--- config.mk ---
export PLATFORM = sky130hd
export DESIGN_NAME = program_counter_unit
export DESIGN_NICKNAME = d
export VERILOG_FILES = /design/src/rtl/program_counter_unit.sv
export SDC_FILE = /design/constraint.sdc
export NUM_CORES = 1
export LEC_CHECK = 0
export CORE_AREA = 3 3 128 130
export CTS_CLUSTER_SIZE = 16
export DETAILED_ROUTE_END_ITERATION = 8
export DIE_AREA = 0 0 131 133
export PLACE_DENSITY = 0.73
export SYNTH_ARGS = -nofsm -noshare
export SYNTH_HDL_FRONTEND = slang
export SYNTH_SLANG_ARGS = --single-unit
--- constraint.sdc ---
create_clock -name Clk -period 3.7 [get_ports Clk]
set_input_delay 0.37 -clock Clk [delete_from_list [all_inputs] [get_ports Clk]]
set_output_delay 0.37 -clock Clk [all_outputs]
set_load 0.03 [all_outputs]
--- src/rtl/program_counter_unit.sv ---
// -----------------------------------------------------------------------------
// program_counter_unit
//
// Fetch-stage program counter for the MIPS pipeline. Each cycle it selects the
// next fetch address with this priority: reset, exception, redirect, stall,
// return-stack pop, sequential. A small circular return-address stack (RAS)
// predicts the targets of jr $ra.
//
// Ports
//   Clk          in   rising-edge clock
//   Reset        in   synchronous, active-low reset
//   Stall        in   hold the PC and the RAS
//   Exception    in   load EXC_VECTOR
//   Redirect     in   load RedirectAddr (resolved taken branch or jump)
//   RedirectAddr in   redirect target
//   Call         in   fetched instruction is jal/jalr: push PCPlusInc
//   Return       in   fetched instruction is jr $ra: pop the predicted target
//   PCResult     out  current fetch address (registered)
//   PCPlusInc    out  PCResult + INC, combinational, wraps modulo 2^WIDTH
//   Misaligned   out  registered flag, set when PCResult[1:0] != 0
//   RasCount     out  number of valid RAS entries (registered)
// -----------------------------------------------------------------------------
module program_counter_unit #(
  parameter int unsigned       WIDTH        = 32,
  parameter logic [WIDTH-1:0]  RESET_VECTOR = 32'h0000_0000,
  parameter logic [WIDTH-1:0]  EXC_VECTOR   = 32'h8000_0180,
  parameter int unsigned       INC          = 4,
  parameter int unsigned       RAS_DEPTH    = 4
) (
  input  logic                           Clk,
  input  logic                           Reset,
  input  logic                           Stall,
  input  logic                           Exception,
  input  logic                           Redirect,
  input  logic [WIDTH-1:0]               RedirectAddr,
  input  logic                           Call,
  input  logic                           Return,
  output logic [WIDTH-1:0]               PCResult,
  output logic [WIDTH-1:0]               PCPlusInc,
  output logic                           Misaligned,
  output logic [$clog2(RAS_DEPTH+1)-1:0] RasCount
);

  localparam int unsigned CNT_W = $clog2(RAS_DEPTH + 1);
  localparam int unsigned PTR_W = (RAS_DEPTH > 1) ? $clog2(RAS_DEPTH) : 1;
  localparam logic [PTR_W-1:0] PTR_LAST = PTR_W'(RAS_DEPTH - 1);
  localparam logic [PTR_W-1:0] PTR_ONE  = PTR_W'(1);
  localparam logic [CNT_W-1:0] CNT_FULL = CNT_W'(RAS_DEPTH);
  localparam logic [CNT_W-1:0] CNT_ONE  = CNT_W'(1);

  typedef enum logic [1:0] {
    RAS_NONE,
    RAS_PUSH,
    RAS_POP,
    RAS_SWAP
  } ras_op_t;

  logic [WIDTH-1:0] ras [RAS_DEPTH];
  logic [PTR_W-1:0] wr_ptr;
  logic [PTR_W-1:0] top_ptr;
  logic [PTR_W-1:0] next_ptr;
  logic [WIDTH-1:0] pc_next;
  ras_op_t          ras_op;
  logic             ras_empty;

  assign PCPlusInc = PCResult + WIDTH'(INC);
  assign ras_empty = (RasCount == '0);

  // wr_ptr is the slot the next push writes; the top entry sits just below it.
  // Both wrap explicitly so RAS_DEPTH need not be a power of two. A push when
  // full simply overwrites the oldest entry, which is what a circular stack wants.
  assign top_ptr  = (wr_ptr == '0)       ? PTR_LAST : wr_ptr - PTR_ONE;
  assign next_ptr = (wr_ptr == PTR_LAST) ? '0       : wr_ptr + PTR_ONE;

  // Next-PC selection and RAS operation. A Return with an empty stack degrades
  // to plain sequential fetch (or a plain push if Call is also set), so the
  // count never underflows.
  always_comb begin
    pc_next = PCPlusInc;
    ras_op  = RAS_NONE;
    if (Exception) begin
      pc_next = EXC_VECTOR;
    end else if (Redirect) begin
      pc_next = RedirectAddr;
    end else if (Stall) begin
      pc_next = PCResult;
    end else if (Return && !ras_empty) begin
      pc_next = ras[top_ptr];
      ras_op  = Call ? RAS_SWAP : RAS_POP;
    end else if (Call) begin
      ras_op  = RAS_PUSH;
    end
  end

  // State update. Stack contents are deliberately left unreset: the count and
  // pointer reset to zero, so stale entries can never be popped.
  always_ff @(posedge Clk) begin
    if (!Reset) begin
      PCResult   <= RESET_VECTOR;
      Misaligned <= |RESET_VECTOR[1:0];
      RasCount   <= '0;
      wr_ptr     <= '0;
    end else begin
      PCResult   <= pc_next;
      Misaligned <= |pc_next[1:0];
      case (ras_op)
        RAS_PUSH: begin
          ras[wr_ptr] <= PCPlusInc;
          wr_ptr      <= next_ptr;
          if (RasCount != CNT_FULL) RasCount <= RasCount + CNT_ONE;
        end
        RAS_POP: begin
          wr_ptr   <= top_ptr;
          RasCount <= RasCount - CNT_ONE;
        end
        RAS_SWAP: begin
          ras[top_ptr] <= PCPlusInc;
        end
        default: begin
        end
      endcase
    end
  end

endmodule
==> impl_metrics.ini, run 1 <==
[logic_synthesis]
synth_edf_count = 128
synth_compound_area_share_pct = 9.24
syn-cell-area_mm2 = 0.00744
syn_area_per_cell_um2 = 14.2
synth_adder_area_share_pct = 1.28
synth_mux_area_share_pct = 10.2
synthArstFlopShare_pct = 0
seq_area_frac_synth_pct = 61.9
synth_fp_nets = 568
ys_warn_count = 0
synth_top_family_by_area = multiplexers
ys.flop_type = edfxtp_1
yosys.area_share.simple_pct = 10.2
synthXorXnorAreaFrac_pct = 4.14
ys_ff_latch = 166
synthDistinctLibCells = 57
netlist_instances = 522

[drt]
vias_per_cell = 5.80
wl_per_cell_um = 21.8
routed_wl_um = 18700
drtPass1Iterations = 5
dr.first_iter.drc_count = 490
drtAntennaViolNets = 0
routed-via-count = 4969
drc = 0

[cts]
cts.sinks = 166
clkTransAtPathRegs_ps = 60
htreeDepth = 4
cts_buffers = 17
clk_latency_ps = 420
clockBufferDepth = 2
cts_root_buf = clkbuf_16
cts_tree = built
postCtsSetupBuffers = 0
hold_buffers = 0

[timing]
skew_ps = 9.23
rsz0062_at_grt = no
min_period_ps = 3470
max_slew_margin_pct = 42.5
finalSetupTns_ps = 0
final-hold-violation-count = 0
period_share_pct = 93.8
final-max-slew-violation-count = 0
setup_viol = 0
max_freq_mhz = 288
worst_slew_pin_slew_ps = 862

[power_and_ir_drop]
power.density_mw_per_mm2 = 438
leakage_nw = 3.18
ir_worst_vdd_mv = 0.307

[outcome]
status = complete, no violations

[die]
die_y_um = 133
dieArea_mm2 = 0.0174
die_w_um = 131
coreArea_mm2 = 0.0153
rows = 45
start_util_pct = 48.7
ioPinCount = 107

[worst_setup_path]
end_kind = output pin
crit_path_start_kind = flip-flop
cp.required_ps = 3330
startpoint = PCResult[2]$_SDFFE_PP0P_
worstSetupPathType = flip-flop to output pin
reg2reg_from = RasCount[2]$_SDFFE_PN0P_
cp.arrival_ps = 3100
path_max_fanout = 6

[cells_and_area]
drive_gt1_share_pct = 16.4
multi_input_area_mm2 = 0.00263
seq_area_mm2 = 0.00461
layout_commonest_cell = edfxtp_1
antenna_cells = 0
layout_common_cells = edfxtp_1 (128), clkdlybuf4s50_1 (106), dfxtp_1 (37), nand2_1 (34), mux4_2 (32)
fillers = 1162
layoutNonFillerInstCount = 856
area_growth_syn_to_layout_pct = 24.8
nNetsFinal = 678

[placed_design]
place.gp.congestion = 0.858
place_hpwl_um = 12100
dp_cells = 824
portBuffers = 106

[grt]
gr-usage-all-layers_pct = 22.0
grt_max_degree = 41
grt_pass1_wl_um = 28800
antenna_found_initial = 0
grt_pass1_vias = 5048
grt_overflow = 0

[hold_path]
hold_path_startpoint = wr_ptr[1]$_SDFFE_PN0P_
min_path_type = flip-flop to flip-flop

[run]
drv_cap = 0
==> final cells by class <==
type | instances | share of cell area, %
multi-input cells | 310 | 28.3
repair buffers | 122 | 12.7
flip-flops and latches | 166 | 49.6
clock buffers | 23 | 5.04
clock inverters | 9 | 0.876
inverters | 15 | 0.607
well taps | 211 | 2.84
==> repair_timing <==
action / in CTS / in global routing
hold endpoints to repair: 0 / 0
endpoints found under the setup margin: 0 / 1
resized for setup: 0 / 1
==> cells in the mapped netlist, types with 13 or more instances <==
library cell | number | share of area, %
clkbuf_1 | 16 | 0.81
o21ai_0 | 30 | 2.0
a221oi_1 | 13 | 1.5
mux4_2 | 32 | 9.7
nand3_1 | 16 | 1.1
nor2_1 | 25 | 1.3
a21oi_1 | 25 | 1.7
edfxtp_1 | 128 | 52
nand2_1 | 34 | 1.7
dfxtp_1 | 38 | 10
inv_1 | 15 | 0.76
==> layer usage <==
metal / GRT usage [%] / part of all wire [%] / vias up
met2: 34.3 / 49 / 214
li1: - / - / 2238
met1: 31.1 / 43 / 2500
met3: 6.10 / 7.5 / 17
met4: 4.51 / 1.1 / 0
met5: 0 / 0 / -
==> kinds of logic after synthesis <==
group,Yosys count
flip-flops,166
AND/OR/NAND/NOR,132
AO/OA/AOI/OAI,105
buffers and inverters,46
multiplexers,36
XOR/XNOR,30
adder cells (fa/ha/maj),7
==> power by group <==
group	internal [mW]	leakage, nW	total [mW]	switching [mW]
registers	2.02	1.49	2.06	0.0326
clock network	0.958	0.263	1.64	0.683
logic	0.161	1.42	0.370	0.209
total	3.14	3.18	4.07	0.925
==> critical path, cell delays in order, from the launching register on <==
cell	delay (ps)
dfxtp_1	430
ha_1	300
nand4_1	210
or2_4	320
nor3_2	140
xor2_1	500
clkdlybuf4s50_1	780
==> sequential cells by signal (all words and copies together) (netlist names) <==
name	cells
ras	128
PCResult	32
RasCount	3
wr_ptr	2
Misaligned	1
==> worst paths after layout <==
check / end / slack, ps / cells past startpoint
setup / recovery: PCPlusInc[18] / 230 / 6
hold reg to reg: wr_ptr[1]$_SDFFE_PN0P_ / 520 / 2
setup reg to reg: ras[0][4]$_DFFE_PP_ / 1120 / 9
hold / removal: wr_ptr[1]$_SDFFE_PN0P_ / 520 / 2
==> per-stage QoR <==
step / util [%] / worst slack (ps) / hold WS, ps / total power [mW] / instance area (um2)
floorplan: - / -64.6 / 470 / 2.30 / 7440
global placement: 57.2 / 690 / 499 / 2.46 / 8730
detailed placement: 57.2 / 569 / 508 / 2.46 / 8730
CTS: 60.8 / 204 / 523 / 4.09 / 9280
global route: 60.8 / 88.6 / 546 / 4.19 / 9280
finish: 60.8 / 228 / 519 / 4.07 / 9280
No activity file was read; power rests on OpenSTA's default activity.
==> inputs of run 2 (changes only) <==
- CAP_MARGIN: unset -> 30
- REMOVE_ABC_BUFFERS: unset -> 1
==> run 2 against run 1 <==
First-iteration DRC count shrank 7.8%. Flip-flop and latch count is the same. Via count grew 1.0%. Cell count grew 0.47%. Critical path depth shrank 1. Sequential power is essentially flat. Core utilization grew 0.39 points. Worst hold slack gained 0.67 ps.
==> impl_metrics.ini, run 2 (synthesized netlist as in run 1, its figures left out) <==
[placed_design]
pre_cts_ws_ps = 482
place_hpwl_um = 11900
place.gp.congestion = 0.795
dp_cells = 828
place_area_mm2 = 0.00876
portBuffers = 106

[worst_setup_path]
end_kind = output pin
r2r.worst_path.cells = 9
worstSetupPathType = flip-flop to output pin
cp.arrival_ps = 3200
cpPeakStageDelay_ps = 780
crit_path_cell_trace = nand3_2 -> nor4_4 -> nand3_1 -> xnor2_1 -> clkdlybuf4s50_1
cp.depth = 5
cpLargestDelayFamily = simple AND/OR/NAND/NOR gates
slowest_stage = clkdlybuf4s50_1
crit_path_start_kind = flip-flop
path_max_fanout = 9
path_buf_inv = 1
cp.required_ps = 3330

[timing]
finalSetupTns_ps = 0
min_period_ps = 3570
final-max-slew-violation-count = 0
worst_slew_pin_slew_ps = 674
final-hold-violation-count = 0
max_slew_margin_pct = 55.1
rsz0062_at_grt = no
setup_viol = 0
fin_ws_ps = 126
max_freq_mhz = 280
period_share_pct = 96.6
skew_ps = 8.58

[die]
die_w_um = 131
ioPinCount = 107
dieArea_mm2 = 0.0174
rows = 45
start_util_pct = 48.7
die_y_um = 133
coreArea_mm2 = 0.0153

[cells_and_area]
fin_area_mm2 = 0.00934
antenna_cells = 0
layoutNonFillerInstCount = 860
area_growth_syn_to_layout_pct = 25.6
nNetsFinal = 682
largest_register_ffs = 128
reg_top3 = ras: 128 flops, PCResult: 32 flops, RasCount: 3 flops
layout_commonest_cell = edfxtp_1
largest_register = ras
layout_common_cells = edfxtp_1 (128), clkdlybuf4s50_1 (106), dfxtp_1 (37), nand2_1 (34), mux4_2 (32)
drive_gt1_share_pct = 16.8

[drt]
wl_met1_um = 7700
wl_per_cell_um = 21.4
routed-via-count = 5019
dr.first_iter.drc_count = 452
drtPass1Iterations = 5
routed_wl_um = 18400
wl_met2_um = 8920
drc = 0
vias_per_cell = 5.84
top_layer_used = met4
drtAntennaViolNets = 0
met3_length_um = 1420

[run]
drv_cap = 0

[hold_path]
hold_depth = 3
min_path_type = input pin to flip-flop

[cts]
cts_buffers = 17
cts_tree = built
postCtsSetupBuffers = 0
hold_buffers = 0
clkTransAtPathRegs_ps = 60
clk_latency_ps = 420
htreeDepth = 4
cts_root_buf = clkbuf_16
clockBufferDepth = 2
cts.sinks = 166
post_cts_resized = 0

[grt]
grt_overflow = 0
grt_pass1_vias = 5193
grt_max_degree = 41
grt_pass1_wl_um = 29100
gr-usage-all-layers_pct = 22.1
antenna_found_initial = 0

[power_and_ir_drop]
leakage_nw = 3.24
power.density_mw_per_mm2 = 436
ir_worst_vdd_mv = 0.283

[outcome]
status = complete, no violations
-- run 2: cell types whose count changed in the layout (fill, tap and decap cells not counted), moves of 2 or more --
| cell | delta |
|---|---|
| clkinv_1 | +5 |
| buf_4 | +4 |
| clkinv_2 | -2 |
| clkbuf_8 | -2 |
| xnor2_2 | +2 |
| xnor2_1 | -2 |
-- run 2: per-stage QoR --
stage	utilization [%]	total power, mW	hold WS, ps
global route	61.2	4.21	545
detailed placement	57.4	2.46	527
CTS	61.0	4.09	508
finish	61.2	4.07	520
floorplan	-	2.28	470
global placement	57.4	2.45	498
-- run 2: power breakdown --
group	leakage, nW	switching (mW)	internal (mW)
Sequential	1.49	0.0321	2.02
Clock	0.261	0.670	0.979
Combinational	1.48	0.208	0.162
-- run 2: area by class of cell --
type                       instances  area [um2]
multi-input combinational        310        2660
sequential                       166        4610
clock inverter                    12         113
tap                              211         264
fill                            1155        5920
timing repair buffer             126        1210
inverter                          15        56.3
clock buffer                      20         437
-- run 2: final timing paths --
kind                            start                        to  slack, ps
max          PCResult[6]$_SDFFE_PP0P_             PCPlusInc[23]        130
min                   RedirectAddr[4]  PCResult[4]$_SDFFE_PP0P_        520
max reg2reg  RasCount[0]$_SDFFE_PN0P_      ras[0][16]$_DFFE_PP_       1240
min reg2reg    wr_ptr[0]$_SDFFE_PN0P_    wr_ptr[0]$_SDFFE_PN0P_        540
-- run 2: per-layer routing --
metal | vias to the layer above | GRT usage (%)
li1 | 2250 | -
met3 | 31 | 4.68
met5 | - | 0
met4 | 0 | 8.34
met2 | 229 | 33.5
met1 | 2509 | 31.3
-- run 2: worst reg2reg max path: cells and delay by family (launching register included) --
family / cells / cell delay (ps)
compound gates: 2 / 390
flops: 1 / 380
simple gates: 4 / 690
fa+ha+maj: 1 / 230
buf+inv: 2 / 420
==> inputs of run 3 (changes only) <==
- RECOVER_POWER: unset -> 100
==> run 3 against run 2 <==
Via count rose by 1.0%. Sequential share of layout area increased by 0.56 points. Clock skew fell by 0.50 ps. Critical path depth is the same. Fmax rose by 0.35%. Largest power group unchanged. Die area did not move. Largest cell class unchanged. Combinational power decreased by 4%. Clock power barely moved. Core utilization is 0.69 points lower.
==> impl_metrics.ini, run 3 (synthesized netlist as in run 1, its figures left out) <==
[worst_setup_path]
cp.required_ps = 3330
crit_path_start_kind = flip-flop
path_max_fanout = 9
worstSetupPathType = flip-flop to output pin
cp.arrival_ps = 3190
end_kind = output pin

[timing]
period_share_pct = 96.3
skew_ps = 8.08
min_period_ps = 3560
max_slew_margin_pct = 32.2
rsz0062_at_grt = no
final-max-slew-violation-count = 0
hold_ws_ps = 522
final-hold-violation-count = 0
setup_viol = 0
worst_slew_pin_slew_ps = 1020
max_freq_mhz = 281

[cells_and_area]
layout_commonest_cell = edfxtp_1
largest_register_ffs = 128
area_growth_syn_to_layout_pct = 24.2
finish.utilization_pct = 60.5
drive_gt1_share_pct = 13.9
nNetsFinal = 682
antenna_cells = 0
reg_top3 = ras: 128 flops, PCResult: 32 flops, RasCount: 3 flops
largest_register = ras
fillers = 1186
layout_common_cells = edfxtp_1 (128), dlygate4sd3_1 (60), clkdlybuf4s50_1 (46), dfxtp_1 (37), nand2_1 (34)
fin_area_mm2 = 0.00924
layoutNonFillerInstCount = 860

[die]
die_y_um = 133
die_w_um = 131
rows = 45
coreArea_mm2 = 0.0153
ioPinCount = 107
start_util_pct = 48.7
dieArea_mm2 = 0.0174

[grt]
grt_pass1_vias = 5193
gr-usage-all-layers_pct = 22.1
grt_pass1_wl_um = 29100
antenna_found_initial = 0
grt_overflow = 0
grt_max_degree = 41

[drt]
dr.first_iter.drc_count = 375
drtAntennaViolNets = 0
drtPass1Iterations = 5
drc = 0
vias_per_cell = 5.90
routed_wl_um = 18500
wl_per_cell_um = 21.5
routed-via-count = 5070

[cts]
cts.sinks = 166
clk_latency_ps = 420
cts_buffers = 17
cts_tree = built
clockBufferDepth = 2
postCtsSetupBuffers = 0
cts_root_buf = clkbuf_16
htreeDepth = 4
clkTransAtPathRegs_ps = 60

[power_and_ir_drop]
leakage_nw = 3.33
power.density_mw_per_mm2 = 439
ir_worst_vdd_mv = 0.283
p_total_mw = 4.06

[run]
drv_cap = 0

[placed_design]
place_area_mm2 = 0.00876
place.gp.congestion = 0.795
place_hpwl_um = 11900
portBuffers = 106
dp_cells = 828

[outcome]
status = complete, no violations

[hold_path]
min_path_type = input pin to flip-flop
run 3: changes by cell type in the layout (fill, tap and decap cells not counted), sizes merged:
| cell | change |
|---|---|
| dlygate4sd3 | +60 |
| clkbuf | +9 |
| buf | -9 |
| clkdlybuf4s50 | -60 |
run 3: per-layer routing:
metal / up-vias / track usage (%) / wire, um
met2: 243 / 33.5 / 8840
met3: 35 / 4.68 / 1430
met4: 0 / 8.34 / 356
li1: 2253 / - / -
met1: 2539 / 31.3 / 7840
met5: - / 0 / 0
run 3: final timing paths:
kind,to,cells past startpoint,startpoint,slack (ps)
worst max-delay path,PCPlusInc[31],5,PCResult[6]$_SDFFE_PP0P_,140
worst max register to register,ras[0][16]$_DFFE_PP_,9,RasCount[0]$_SDFFE_PN0P_,990
worst min register to register,wr_ptr[0]$_SDFFE_PN0P_,2,wr_ptr[0]$_SDFFE_PN0P_,540
worst min-delay path,PCResult[4]$_SDFFE_PP0P_,3,RedirectAddr[4],520
run 3: worst max-delay path, cell delays in order, from the launching register on:
cell	delay, ps
dfxtp_1	510
nand3_2	240
nor4_4	580
nand4_1	270
xnor2_1	420
clkdlybuf4s50_1	760
run 3: where the power goes:
group | internal [mW] | switching, mW
logic | 0.150 | 0.208
clock network | 0.979 | 0.668
registers | 2.02 | 0.0302
run 3: through the flow:
step                      setup WS, ps  setup TNS, ps
after floorplan                  -1320        -144540
after global placement             562              0
after detailed placement           482              0
after CTS                         56.5              0
after global routing              19.0              0
final                              138              0
run 3: timing repair:
item	CTS	global route
hold buffers	0	0
endpoints found under the setup margin	0	5
gates resized for setup	0	5
endpoints found under the hold margin	0	0
run 3: final cells by class:
type,instances,area (um2),area share (%)
repair buffers,126,1180,12.8
clock buffers,20,437,4.73
clock inverters,12,113,1.22
inverters,15,56.3,0.610
flip-flops and latches,166,4610,49.9
well taps,211,264,2.86
multi-input cells,310,2580,27.9
